**src/rtl/mem_arb_pkg.sv**
```systemverilog
// Shared types and defaults for the unified-memory I/D port arbiter.
package mem_arb_pkg;

  localparam int unsigned DefAw      = 32;
  localparam int unsigned DefDw      = 32;
  localparam int unsigned StarveCntW = 4;

  typedef enum logic [1:0] {
    OWN_NONE,
    OWN_I,
    OWN_D
  } owner_t;

endpackage

```
**src/rtl/arb_starve_counter.sv**
```systemverilog
// Saturating starvation counter: counts denied cycles of the fetch port up to Limit.
module arb_starve_counter
  import mem_arb_pkg::*;
#(
  parameter int unsigned Limit = 4
) (
  input  logic                  clk_i,
  input  logic                  rst_i,
  input  logic                  inc_i,
  input  logic                  clr_i,
  output logic                  at_limit_o,
  output logic [StarveCntW-1:0] cnt_o
);

  localparam logic [StarveCntW-1:0] LimitCnt = StarveCntW'(Limit);

  logic [StarveCntW-1:0] cnt_d, cnt_q;

  assign at_limit_o = (cnt_q == LimitCnt);
  assign cnt_o      = cnt_q;

  always_comb begin
    cnt_d = cnt_q;
    if (clr_i) begin
      cnt_d = '0;
    end else if (inc_i && !at_limit_o) begin
      cnt_d = cnt_q + 1'b1;
    end
  end

  always_ff @(posedge clk_i or posedge rst_i) begin
    if (rst_i) begin
      cnt_q <= '0;
    end else begin
      cnt_q <= cnt_d;
    end
  end

endmodule

```
**src/rtl/mem_port_arbiter.sv**
```systemverilog
// Shares one single-port synchronous RAM between the fetch (I) and load/store (D) ports.
// D has priority; the starvation counter forces an I grant after STARVE_LIMIT denials.
module mem_port_arbiter
  import mem_arb_pkg::*;
#(
  parameter int unsigned AW           = DefAw,
  parameter int unsigned DW           = DefDw,
  parameter int unsigned STARVE_LIMIT = 4
) (
  input  logic          clk,
  input  logic          Rst,
  input  logic          i_req,
  input  logic [AW-1:0] i_addr,
  output logic          i_ack,
  output logic [DW-1:0] i_rdata,
  input  logic          d_req,
  input  logic          d_we,
  input  logic [AW-1:0] d_addr,
  input  logic [DW-1:0] d_wdata,
  output logic          d_ack,
  output logic [DW-1:0] d_rdata,
  output logic          mem_en,
  output logic          mem_we,
  output logic [AW-1:0] mem_addr,
  output logic [DW-1:0] mem_wdata,
  input  logic [DW-1:0] mem_rdata
);

  owner_t owner_d, owner_q;
  owner_t grant;
  logic   i_out_d, i_out_q;
  logic   d_out_d, d_out_q;
  logic   store_d, store_q;
  logic   i_elig, d_elig;
  logic   at_limit;
  logic [StarveCntW-1:0] starve_cnt;

  assign i_elig = i_req && !i_out_q;
  assign d_elig = d_req && !d_out_q;

  assign i_ack = (owner_q == OWN_I);
  assign d_ack = (owner_q == OWN_D);

  // Grant decision; reset holds the RAM idle.
  always_comb begin
    grant = OWN_NONE;
    if (!Rst) begin
      if (i_elig && d_elig) begin
        grant = at_limit ? OWN_I : OWN_D;
      end else if (i_elig) begin
        grant = OWN_I;
      end else if (d_elig) begin
        grant = OWN_D;
      end
    end
  end

  always_comb begin
    owner_d = grant;
    store_d = (grant == OWN_D) && d_we;
    i_out_d = i_out_q;
    d_out_d = d_out_q;
    if (i_ack) i_out_d = 1'b0;
    if (d_ack) d_out_d = 1'b0;
    if (grant == OWN_I) i_out_d = 1'b1;
    if (grant == OWN_D) d_out_d = 1'b1;
  end

  always_ff @(posedge clk or posedge Rst) begin
    if (Rst) begin
      owner_q <= OWN_NONE;
      store_q <= 1'b0;
      i_out_q <= 1'b0;
      d_out_q <= 1'b0;
    end else begin
      owner_q <= owner_d;
      store_q <= store_d;
      i_out_q <= i_out_d;
      d_out_q <= d_out_d;
    end
  end

  always_comb begin
    mem_en    = 1'b0;
    mem_we    = 1'b0;
    mem_addr  = '0;
    mem_wdata = '0;
    unique case (grant)
      OWN_I: begin
        mem_en   = 1'b1;
        mem_addr = i_addr;
      end
      OWN_D: begin
        mem_en    = 1'b1;
        mem_we    = d_we;
        mem_addr  = d_addr;
        mem_wdata = d_wdata;
      end
      default: ;
    endcase
  end

  always_comb begin
    i_rdata = i_ack ? mem_rdata : '0;
    d_rdata = (d_ack && !store_q) ? mem_rdata : '0;
  end

  arb_starve_counter #(
    .Limit(STARVE_LIMIT)
  ) u_starve (
    .clk_i      (clk),
    .rst_i      (Rst),
    .inc_i      (i_elig && (grant != OWN_I)),
    .clr_i      (grant == OWN_I),
    .at_limit_o (at_limit),
    .cnt_o      (starve_cnt)
  );

  logic unused_cnt;
  assign unused_cnt = ^starve_cnt;

endmodule

```
**config.mk**
```make
export PLATFORM = sky130hd
export DESIGN_NAME = mem_port_arbiter
export DESIGN_NICKNAME = d
export VERILOG_FILES = /design/src/rtl/mem_arb_pkg.sv /design/src/rtl/arb_starve_counter.sv /design/src/rtl/mem_port_arbiter.sv
export SDC_FILE = /design/constraint.sdc
export NUM_CORES = 1
export LEC_CHECK = 0
export ABC_AREA = 1
export BUFFER_PORTS_ARGS = -buffer_cell sky130_fd_sc_hd__buf_2
export CORE_AREA = 4 4 102 104
export CTS_CLUSTER_DIAMETER = 100
export CTS_CLUSTER_SIZE = 14
export DETAILED_ROUTE_END_ITERATION = 16
export DIE_AREA = 0 0 106 108
export GPL_ROUTABILITY_DRIVEN = 0
export PLACE_DENSITY = 0.59
export REMOVE_ABC_BUFFERS = 1
export SLEW_MARGIN = 20
export SYNTH_ARGS = -nofsm -noshare
export SYNTH_HDL_FRONTEND = slang
export SYNTH_SLANG_ARGS = --single-unit
```
**constraint.sdc**
```tcl
create_clock -name clk -period 2.4 [get_ports clk]
set_input_delay 0.24 -clock clk [delete_from_list [all_inputs] [get_ports clk]]
set_output_delay 0.24 -clock clk [all_outputs]
set_load 0.01 [all_outputs]
```
---- Word level (Yosys, flattened, before mapping) ----
Cells that the tools add are included.
word-level totals
  bits in registers ....................... 9
  latch bits .............................. 0
  bits in writable memories ............... 0
  memory bits (read-only) ................. 0
  bits of input ports ..................... 133
  output and inout port bits .............. 132
  logic and storage cells ................. 44
  memories ................................ 0
cells by class
  $add $sub $neg .......................... 1
  multiply operators ...................... 0
  div/mod/pow operators ................... 0
  magnitude comparators ................... 0
  equality and inequality tests ........... 6
  shift-type cells ........................ 0
  mux-type cells .......................... 17
  bitwise operators ....................... 0
  reduce and logical (&&, ||, !) cells .... 15
operators by type and width
  kind                                                                   number
  32-bit two-way mux                                                     3
  32-bit one-hot mux with 2 select lines                                 1
  2-bit two-way mux                                                      5
  4-bit two-way mux                                                      2
  1-bit logical AND                                                      7
  1-bit two-way mux                                                      6
  2-bit nonzero test                                                     3
  4-bit by 1-bit adder with 4-bit output, second input constant          1
  2-bit by 1-bit equality test with 1-bit output, second input constant  2
  2-bit equality test, second input constant                             2
  4-bit by 3-bit equality test with 1-bit output, second input constant  1
  1-bit zero test                                                        4
  2-bit by 1-bit != test with 1-bit output, second input constant        1
  2-bit OR reduction                                                     1

---- Depth between registers and ports, before layout ----
Gate-level depths: netlist (run 1).
  depth after elaboration ................. 11
  mapped depth ............................ 13

---- Hierarchy ----
From an unflattened synthesis (run 1), not the netlist that was laid out.
second synthesis, totals
  cell total of the unflattened synthesis .. 352
  area total of the unflattened synthesis .. 1946.9 µm²
by module, submodules not included
  module              instances  cells each  area an instance (µm²)  sequential area each (µm²)
  mem_port_arbiter    1          319         1690.4                  125.1
  arb_starve_counter  1          33          256.5                   100.1

---- Least setup slack after synthesis (run 1) ----
Ideal clock, no wire load.
  kind .................................... reg2out
  start ................................... register u_starve.cnt_q[0], in the netlist u_starve.cnt_o[0]
  end ..................................... output port mem_en
  arrival time ............................ 1857 ps
  data required time ...................... 2160 ps
  path slack .............................. 303 ps
  stages on the path, launching flop included .. 12
  buffers on the path ..................... 2
  cells stage by stage .................... dfrtp_1 inv_1 ha_1 nand3_2 nand2_1 nor2_1 nor2_1 nand2_1 ha_1 clkbuf_1 clkbuf_1 inv_1
between the ends
  longest elaborated chain between the ends .. 7
  elaborated cells on any way between the ends .. 8
  those cells by class .................... eq/ne: 3; mux: 4; reduce/logical: 1
RTL lines
  item                                                                                          line                      RTL
  start: declaration                                                                            arb_starve_counter.sv:17  logic [StarveCntW-1:0] cnt_d, cnt_q;
  start signal: assignment                                                                      arb_starve_counter.sv:35  cnt_q <= cnt_d;
  4-bit by 3-bit equality test with 1-bit output (*)                                            arb_starve_counter.sv:19  assign at_limit_o = (cnt_q == LimitCnt);
  2-bit two-way mux (*)                                                                         mem_port_arbiter.sv:49    grant = at_limit ? OWN_I : OWN_D;
  2-bit two-way mux (*)                                                                         mem_port_arbiter.sv:48    if (i_elig && d_elig) begin
  2-bit two-way mux (*)                                                                         mem_port_arbiter.sv:47    if (!Rst) begin
  2-bit equality test / 2-bit by 1-bit equality test with 1-bit output (equally long branches)  mem_port_arbiter.sv:88    unique case (grant)
  2-bit OR reduction (no source line) (*)                                                       n/a
  1-bit two-way mux (*)                                                                         mem_port_arbiter.sv:88
  end: declaration                                                                              mem_port_arbiter.sv:22    output logic mem_en,
Mark *: on every way between the ends. The rest lies on a longest branch, timed or not.

---- Worst setup path in the final report (run 1) ----
  start ................................... register u_starve.cnt_q[0], in the netlist u_starve.cnt_o[0]
  end ..................................... output port mem_addr[4]
between the ends
  longest elaborated chain between the ends .. 6
  elaborated cells on any way between the ends .. 7
  those cells by class .................... eq/ne: 3; mux: 4
RTL lines
  item                                                                                          line                      RTL
  4-bit by 3-bit equality test with 1-bit output (*)                                            arb_starve_counter.sv:19
  2-bit two-way mux (*)                                                                         mem_port_arbiter.sv:49
  2-bit two-way mux (*)                                                                         mem_port_arbiter.sv:48
  2-bit two-way mux (*)                                                                         mem_port_arbiter.sv:47
  2-bit equality test / 2-bit by 1-bit equality test with 1-bit output (equally long branches)  mem_port_arbiter.sv:88
  32-bit one-hot mux with 2 select lines (*)                                                    mem_port_arbiter.sv:88
  end: declaration                                                                              mem_port_arbiter.sv:24    output logic [AW-1:0] mem_addr,
Marked as above.

==> results of run 1 <==
[worst paths after layout]
path | from | to | slack [ns] | cells after the start
hold reg to reg | d_out_q | d_out_q | 0.52 | 2
hold / removal | Rst | owner_q[0] | 0.07 | 3
setup reg to reg | u_starve.cnt_o[0] | u_starve.cnt_o[3] | 0.48 | 13
min in group clk | d_we | store_q | 0.21 | 3
max in group asynchronous | Rst | i_out_q | 2.19 | 3
setup / recovery | u_starve.cnt_o[0] | mem_addr[4] | 0.11 | 11
[per-layer routing]
layer	vias to the layer above	part of all wire (%)	track usage [%]	routed length [µm]
met3	5	11	3.04	975
met2	177	49	23.7	4260
li1	1507	-	-	-
met1	1136	39	16.0	3380
met5	-	0	0	0
met4	0	0.97	3.61	84
[state kept, by name, indices dropped and copies added, names as in the netlist]
| name | count |
|---|---|
| owner_q | 2 |
| i_out_q | 1 |
| d_out_q | 1 |
| store_q | 1 |
| u_starve.cnt_o | 4 |
[critical path, cell delays in order (launching register included)]
cell and delay [ns]:
dfrtp_1 0.37, inv_1 0.07, ha_2 0.19, nand3_4 0.11, nand2_2 0.10, nor2_4 0.04
nor2_1 0.12, nand2_2 0.11, ha_4 0.26, buf_6 0.16, a21oi_1 0.12, buf_2 0.14
[timing repair]
action,CTS,global route
hold buffers,0,0
setup endpoints to repair,20,34
buffers inserted,2,2
cloned,0,1
pin swaps,0,2
gates resized for setup,5,24
[logic make-up after synthesis]
logic type | after synthesis
compound gates | 38
xor+xnor | 1
fa+ha+maj | 5
buf+inv | 101
flops | 9
simple gates | 193
[power by group]
group          leakage [nW]  internal [W]  total [W]  switching, W
clock network        0.0228      0.000116   0.000176     0.0000600
logic                  2.24      0.000292   0.000642      0.000350
registers             0.113      0.000191   0.000227     0.0000356
total                  2.38      0.000599    0.00104      0.000446
[area by class of cell]
| class | count | area (µm²) |
|---|---|---|
| Fill cell | 1111 | 6200 |
| Timing Repair Buffer | 278 | 1500 |
| Multi-Input combinational cell | 237 | 1120 |
| Inverter | 79 | 297 |
| Sequential cell | 9 | 225 |
| Tap cell | 133 | 166 |
| Clock buffer | 4 | 45.0 |
[stage by stage]
| stage | power, W | instances | hold WS (ns) | instance area, µm² |
|---|---|---|---|---|
| after floorplan | 0.000514 | 325 | 0.0761 | 1540 |
| after global placement | 0.000758 | 731 | 0.293 | 3110 |
| after detailed placement | 0.000758 | 731 | 0.275 | 3110 |
| after CTS | 0.000967 | 737 | 0.0366 | 3190 |
| after global routing | 0.00115 | 740 | 0.0943 | 3350 |
| final | 0.00104 | 740 | 0.0702 | 3350 |
[placed cells by master, fill, tap and decap left out]
cell type and instances:
buf_2 264, nand2_1 113, inv_1 78, nor2_1 69
a21oi_1 30, dfrtp_1 9, buf_4 6, nor2_4 3
o21ai_0 3, a21oi_2 3, ha_4 3, clkbuf_8 3
buf_6 3, nand2_2 2, nand3_1 2, buf_8 2
buf_12 2, nand3_4 1, a21oi_4 1, nor2_2 1
inv_2 1, nor3_4 1, o21ai_4 1, nand4_1 1
xor2_1 1, ha_2 1, ha_1 1, clkbuf_1 1
clkbuf_16 1
==> results by group, run 1 <==
Critical path
  – CP Launch Type: flop
  – Critical path required time: 2.16 ns
  – Worst Path Max Fanout: 20
  – Worst setup EP type: primary output
  – Critical path class: flop to primary output
  – Worst EP arrival: 2.05 ns

Synthesis
  – Synth Flop Type: dfrtp_1
  – Synth Instances: 347
  – Multiplexer area fraction after synthesis: 0%
  – Post-synth top cells: 115 x nand2_1, 78 x inv_1, 70 x nor2_1
  – Simple-gate share of the synthesized area: 45.0%
  – Combinational family with the most area after synthesis: simple AND/OR/NAND/NOR gates
  – Seq cells post-synth: 9
  – Ranking of synthesized cells by area: nand2_1 26%, inv_1 18%, nor2_1 16%, dfrtp_1 14%, a21oi_1 9.9%
  – Xor/xnor cell area share of the yosys netlist: 0.526%
  – Share of the synthesized area in the top cell type: 25.9%
  – Synth area leader: nand2_1
  – Post-synthesis cell area: 1670 µm²
  – Average size of a mapped cell: 4.80 µm²
  – Register area share after synthesis: 13.5%
  – Synth warn: 0
  – Adder-Cell Fraction of Synth Area: 3.75%
  – Distinct cells, synth: 20
  – Cell with the most instances after synthesis: nand2_1
  – Compound-Gate Fraction of Synth Area: 12.1%
  – Post-synth EDFFs: 0
  – Asr flop ratio synth: 100%

Timing
  – Endpoints failing hold: 0
  – Worst Tran Pin Value: 0.535 ns
  – Setup TNS: 0 ns
  – Slew Limit Headroom: 64.3%
  – FMAX: 437 MHz
  – Final-report max-slew violation count: 0
  – Final Cycle Share: 95.4%
  – Clk_skew: 0.00365 ns
  – Final setup violation count: 0
  – Final min period: 2.29 ns
  – PnR worst setup slack: 0.110 ns

Clock tree
  – CTS tree: yes
  – Maximum clock path buffer count: 2
  – Clock Tree Root: clkbuf_8
  – Clock transition at path regs: 0.05 ns
  – Clock latency on the worst-skew pair: 0.23 ns
  – H-tree depth: 1
  – Num CTS Buffers: 3
  – Clock sink total: 9

Flow run
  – Max_cap viols: 0

Finish
  – P&R area growth vs syn: 101%
  – # diodes: 0
  – Final Net Count: 746
  – Share of layout cells above drive strength 1: 49.3%
  – Final core utilization: 35.1%

Outcome
  – Status: complete, no violations

Floorplanning
  – Die Area: 11,400 µm²
  – Ports: 265
  – Chip Width: 106 µm
  – Starting Density: 17.5%
  – Row cnt: 36
  – Die Ht: 108 µm
  – Core area: 9550 µm²

GRT
  – Total Routing Usage GR: 13.3%
  – Largest net degree at the start of global routing: 35
  – Gr ovfl total: 0
  – First-pass GRT wire length: 12,500 µm
  – Vias in the first global route: 2,602
  – Initial antenna violation count: 0

Route
  – Routed via count: 2,825
  – ANT nets after route: 0
  – 1st-pass router iterations: 5
  – Routed vias/inst: 3.82
  – Drt drc: 0
  – Drt wl/cell: 11.8 µm
  – Post-Route WL: 8700 µm
  – Detailed router's first-iteration violation count: 183

Placed design
  – Post-DP HPWL: 7400 µm
  – Dpl ws: 0.181 ns
  – Port bufs: 264

Power and ir drop
  – Pleak: 2.38 nW
  – Pwr/cell area: 312 nW/µm²
  – Maximum VDD drop: 184 µV

Worst hold path
  – Hold WC Path Type: input pin to asynchronous set/reset pin
Power figures use the tool's default switching activity.
==> run 2, diff against run 1 <==
--- a/config.mk
+++ b/config.mk
@@ -14,7 +14,6 @@
 export DIE_AREA = 0 0 106 108
 export GPL_ROUTABILITY_DRIVEN = 0
 export PLACE_DENSITY = 0.59
-export REMOVE_ABC_BUFFERS = 1
 export SLEW_MARGIN = 20
 export SYNTH_ARGS = -nofsm -noshare
 export SYNTH_HDL_FRONTEND = slang
==> results by group, run 2 (same netlist as run 1, synthesis figures left out) <==
Outcome
  – Status: complete, no violations (unchanged)

Clock tree
  – Num CTS Buffers: 3 (unchanged)
  – Clock latency on the worst-skew pair: 0.24 ns (was 0.23 ns)
  – Clock sink total: 9 (unchanged)
  – Clock Tree Root: clkbuf_8 (unchanged)
  – Maximum clock path buffer count: 2 (unchanged)
  – H-tree depth: 1 (unchanged)
  – CTS tree: yes (unchanged)
  – Post-CTS Hold Fix Bufs: 0 (unchanged)
  – Clock transition at path regs: 0.05 ns (about the same)

GRT
  – Initial antenna violation count: 0 (unchanged)
  – Gr ovfl total: 0 (unchanged)
  – Total Routing Usage GR: 12.5% (was 13.3%)
  – Vias in the first global route: 2,598 (was 2,602)
  – First-pass GRT wire length: 12,000 µm (was 12,500 µm)
  – Largest net degree at the start of global routing: 36 (was 35)

Synthesis
  – Syn_nets: 485

Timing
  – PnR worst setup slack: 0.0332 ns (was 0.110 ns)
  – Setup TNS: 0 ns (unchanged)
  – Worst Tran Pin Value: 0.505 ns (was 0.535 ns)
  – Endpoints failing hold: 0 (unchanged)
  – Final-report max-slew violation count: 0 (unchanged)
  – FMAX: 423 MHz (was 437 MHz)
  – Clk_skew: 0.000549 ns (was 0.00365 ns)
  – Final setup violation count: 0 (unchanged)
  – Final Cycle Share: 98.6% (was 95.4%)
  – Final min period: 2.37 ns (was 2.29 ns)
  – Slew Limit Headroom: 66.3% (was 64.3%)

Floorplanning
  – Ports: 265 (unchanged)
  – Row cnt: 36 (unchanged)
  – Die Ht: 108 µm (unchanged)
  – Core area: 9550 µm² (unchanged)
  – Die Area: 11,400 µm² (unchanged)
  – Starting Density: 17.5% (unchanged)
  – Chip Width: 106 µm (unchanged)

Route
  – Detailed router's first-iteration violation count: 157 (was 183)
  – Routed via count: 2,960 (was 2,825)
  – 1st-pass router iterations: 4 (was 5)
  – ANT nets after route: 0 (unchanged)
  – Drt drc: 0 (unchanged)
  – Drt wl/cell: 12.1 µm (was 11.8 µm)
  – Post-Route WL: 9090 µm (was 8700 µm)
  – Routed vias/inst: 3.93 (was 3.82)

Critical path
  – RR Endpoint: u_starve.cnt_o[3] (unchanged)
  – R2R cell count: 15 (was 13)
  – Critical path class: flop to primary output (unchanged)
  – Worst EP arrival: 2.13 ns (was 2.05 ns)
  – RR Startpoint: u_starve.cnt_o[0] (unchanged)
  – Critical path required time: 2.16 ns (about the same)
  – Worst Path Max Fanout: 6 (was 20)
  – Worst setup EP type: primary output (unchanged)
  – CP Launch Type: flop (unchanged)
  – Reg2Reg Setup Slack: 0.22 ns (was 0.48 ns)

Power and ir drop
  – Pwr/cell area: 347 nW/µm² (was 312 nW/µm²)
  – Maximum VDD drop: 155 µV (was 184 µV)
  – Pleak: 2.51 nW (was 2.38 nW)
  – Tot Pwr: 0.00127 W (was 0.00104 W)

Finish
  – Share of layout cells above drive strength 1: 55.7% (was 49.3%)
  – Most frequent cells in the layout: 264 x buf_2, 97 x nand2_1, 75 x inv_1 (was 264 x buf_2, 113 x nand2_1, 78 x inv_1)
  – Commonest non-fill, non-tap cell in the layout: buf_2 (unchanged)
  – # diodes: 0 (unchanged)
  – Post-Layout Cell Count: 754 (was 740)
  – P&R area growth vs syn: 120% (was 101%)
  – Max reg flops: 4 (unchanged)
  – Design area: 3670 µm² (was 3350 µm²)
  – Final Net Count: 760 (was 746)

Placed design
  – Post-DP HPWL: 6820 µm (was 7400 µm)
  – Dpl ws: 0.188 ns (was 0.181 ns)
  – Port bufs: 264 (unchanged)
  – Post-DP Area: 3140 µm² (was 3110 µm²)
  – Placed cells: 730 (was 731)

Flow run
  – Max_cap viols: 0 (unchanged)

Worst hold path
  – Hold WC Path Type: input pin to asynchronous set/reset pin (unchanged)
## run 2: cell types whose count changed in the layout (fill, tap and decap cells not counted), moves of 3 or more
cell       previous run  this run
buf_4                 6        14
a21oi_1              30        17
nand2_2               2        14
a21oi_2               3        16
nand2_4               0         4
nand2_1             113        97
inv_2                 1         4
inv_1                78        75
clkbuf_16             1         4
buf_12                2         6
## run 2: final cells by class
cell class | count | area [µm²]
multi-input combinational | 237 | 1240
inverter | 79 | 297
fill | 1076 | 5880
clock buffer | 4 | 45.0
timing repair buffer | 292 | 1700
sequential | 9 | 226
tap | 133 | 166
## run 2: layer usage
layer | track usage (%) | vias to the layer above | part of all wire [%]
met5 | 0 | - | 0
met4 | 3.05 | 0 | 1.6
met3 | 2.51 | 11 | 9.3
met2 | 23.5 | 177 | 52
met1 | 14.5 | 1237 | 37
li1 | - | 1535 | -
## run 2: timing repair
action / 4_1_cts / 5_1_grt
gates resized for setup: 5 / 56
endpoints found under the setup margin: 32 / 66
pin swaps: 1 / 35
buffers inserted: 0 / 15
gates cloned: 0 / 5
## run 2: per-stage QoR
step,util [%],hold WS [ns]
finish,38.4,0.0539
global route,38.4,0.0820
CTS,33.7,0.0422
detailed placement,32.9,0.268
global placement,32.9,0.290
floorplan,-,0.0761
## run 2: worst max-delay path by stage
| stage | start | end | slack (ns) | cells after the start |
|---|---|---|---|---|
| 2_1_floorplan | u_starve.cnt_o[0] | mem_en | 0.30 | 11 |
| 4_1_cts | u_starve.cnt_o[0] | mem_addr[27] | 0.02 | 11 |
| 6_report | u_starve.cnt_o[0] | mem_addr[5] | 0.03 | 12 |
| 5_1_grt | u_starve.cnt_o[0] | mem_addr[5] | -0.08 | 12 |
| 3_5_place_dp | u_starve.cnt_o[0] | mem_addr[27] | 0.19 | 11 |
| 3_3_place_gp | u_starve.cnt_o[0] | mem_addr[30] | 0.24 | 9 |
## run 2: critical path, stage by stage (launching register included)
cell and delay (ns):
dfrtp_1 0.42, inv_2 0.10, ha_4 0.13, nand3_4 0.08
nand2_4 0.09, nor2_4 0.04, nor3_4 0.23, ha_4 0.20
clkbuf_16 0.15, buf_12 0.11, nand2_1 0.06, a21oi_2 0.12
buf_2 0.14
## run 2: power by group
group	internal, W	switching [W]
Combinational	0.000422	0.000423
Sequential	0.000193	0.0000473
Clock	0.000117	0.0000711
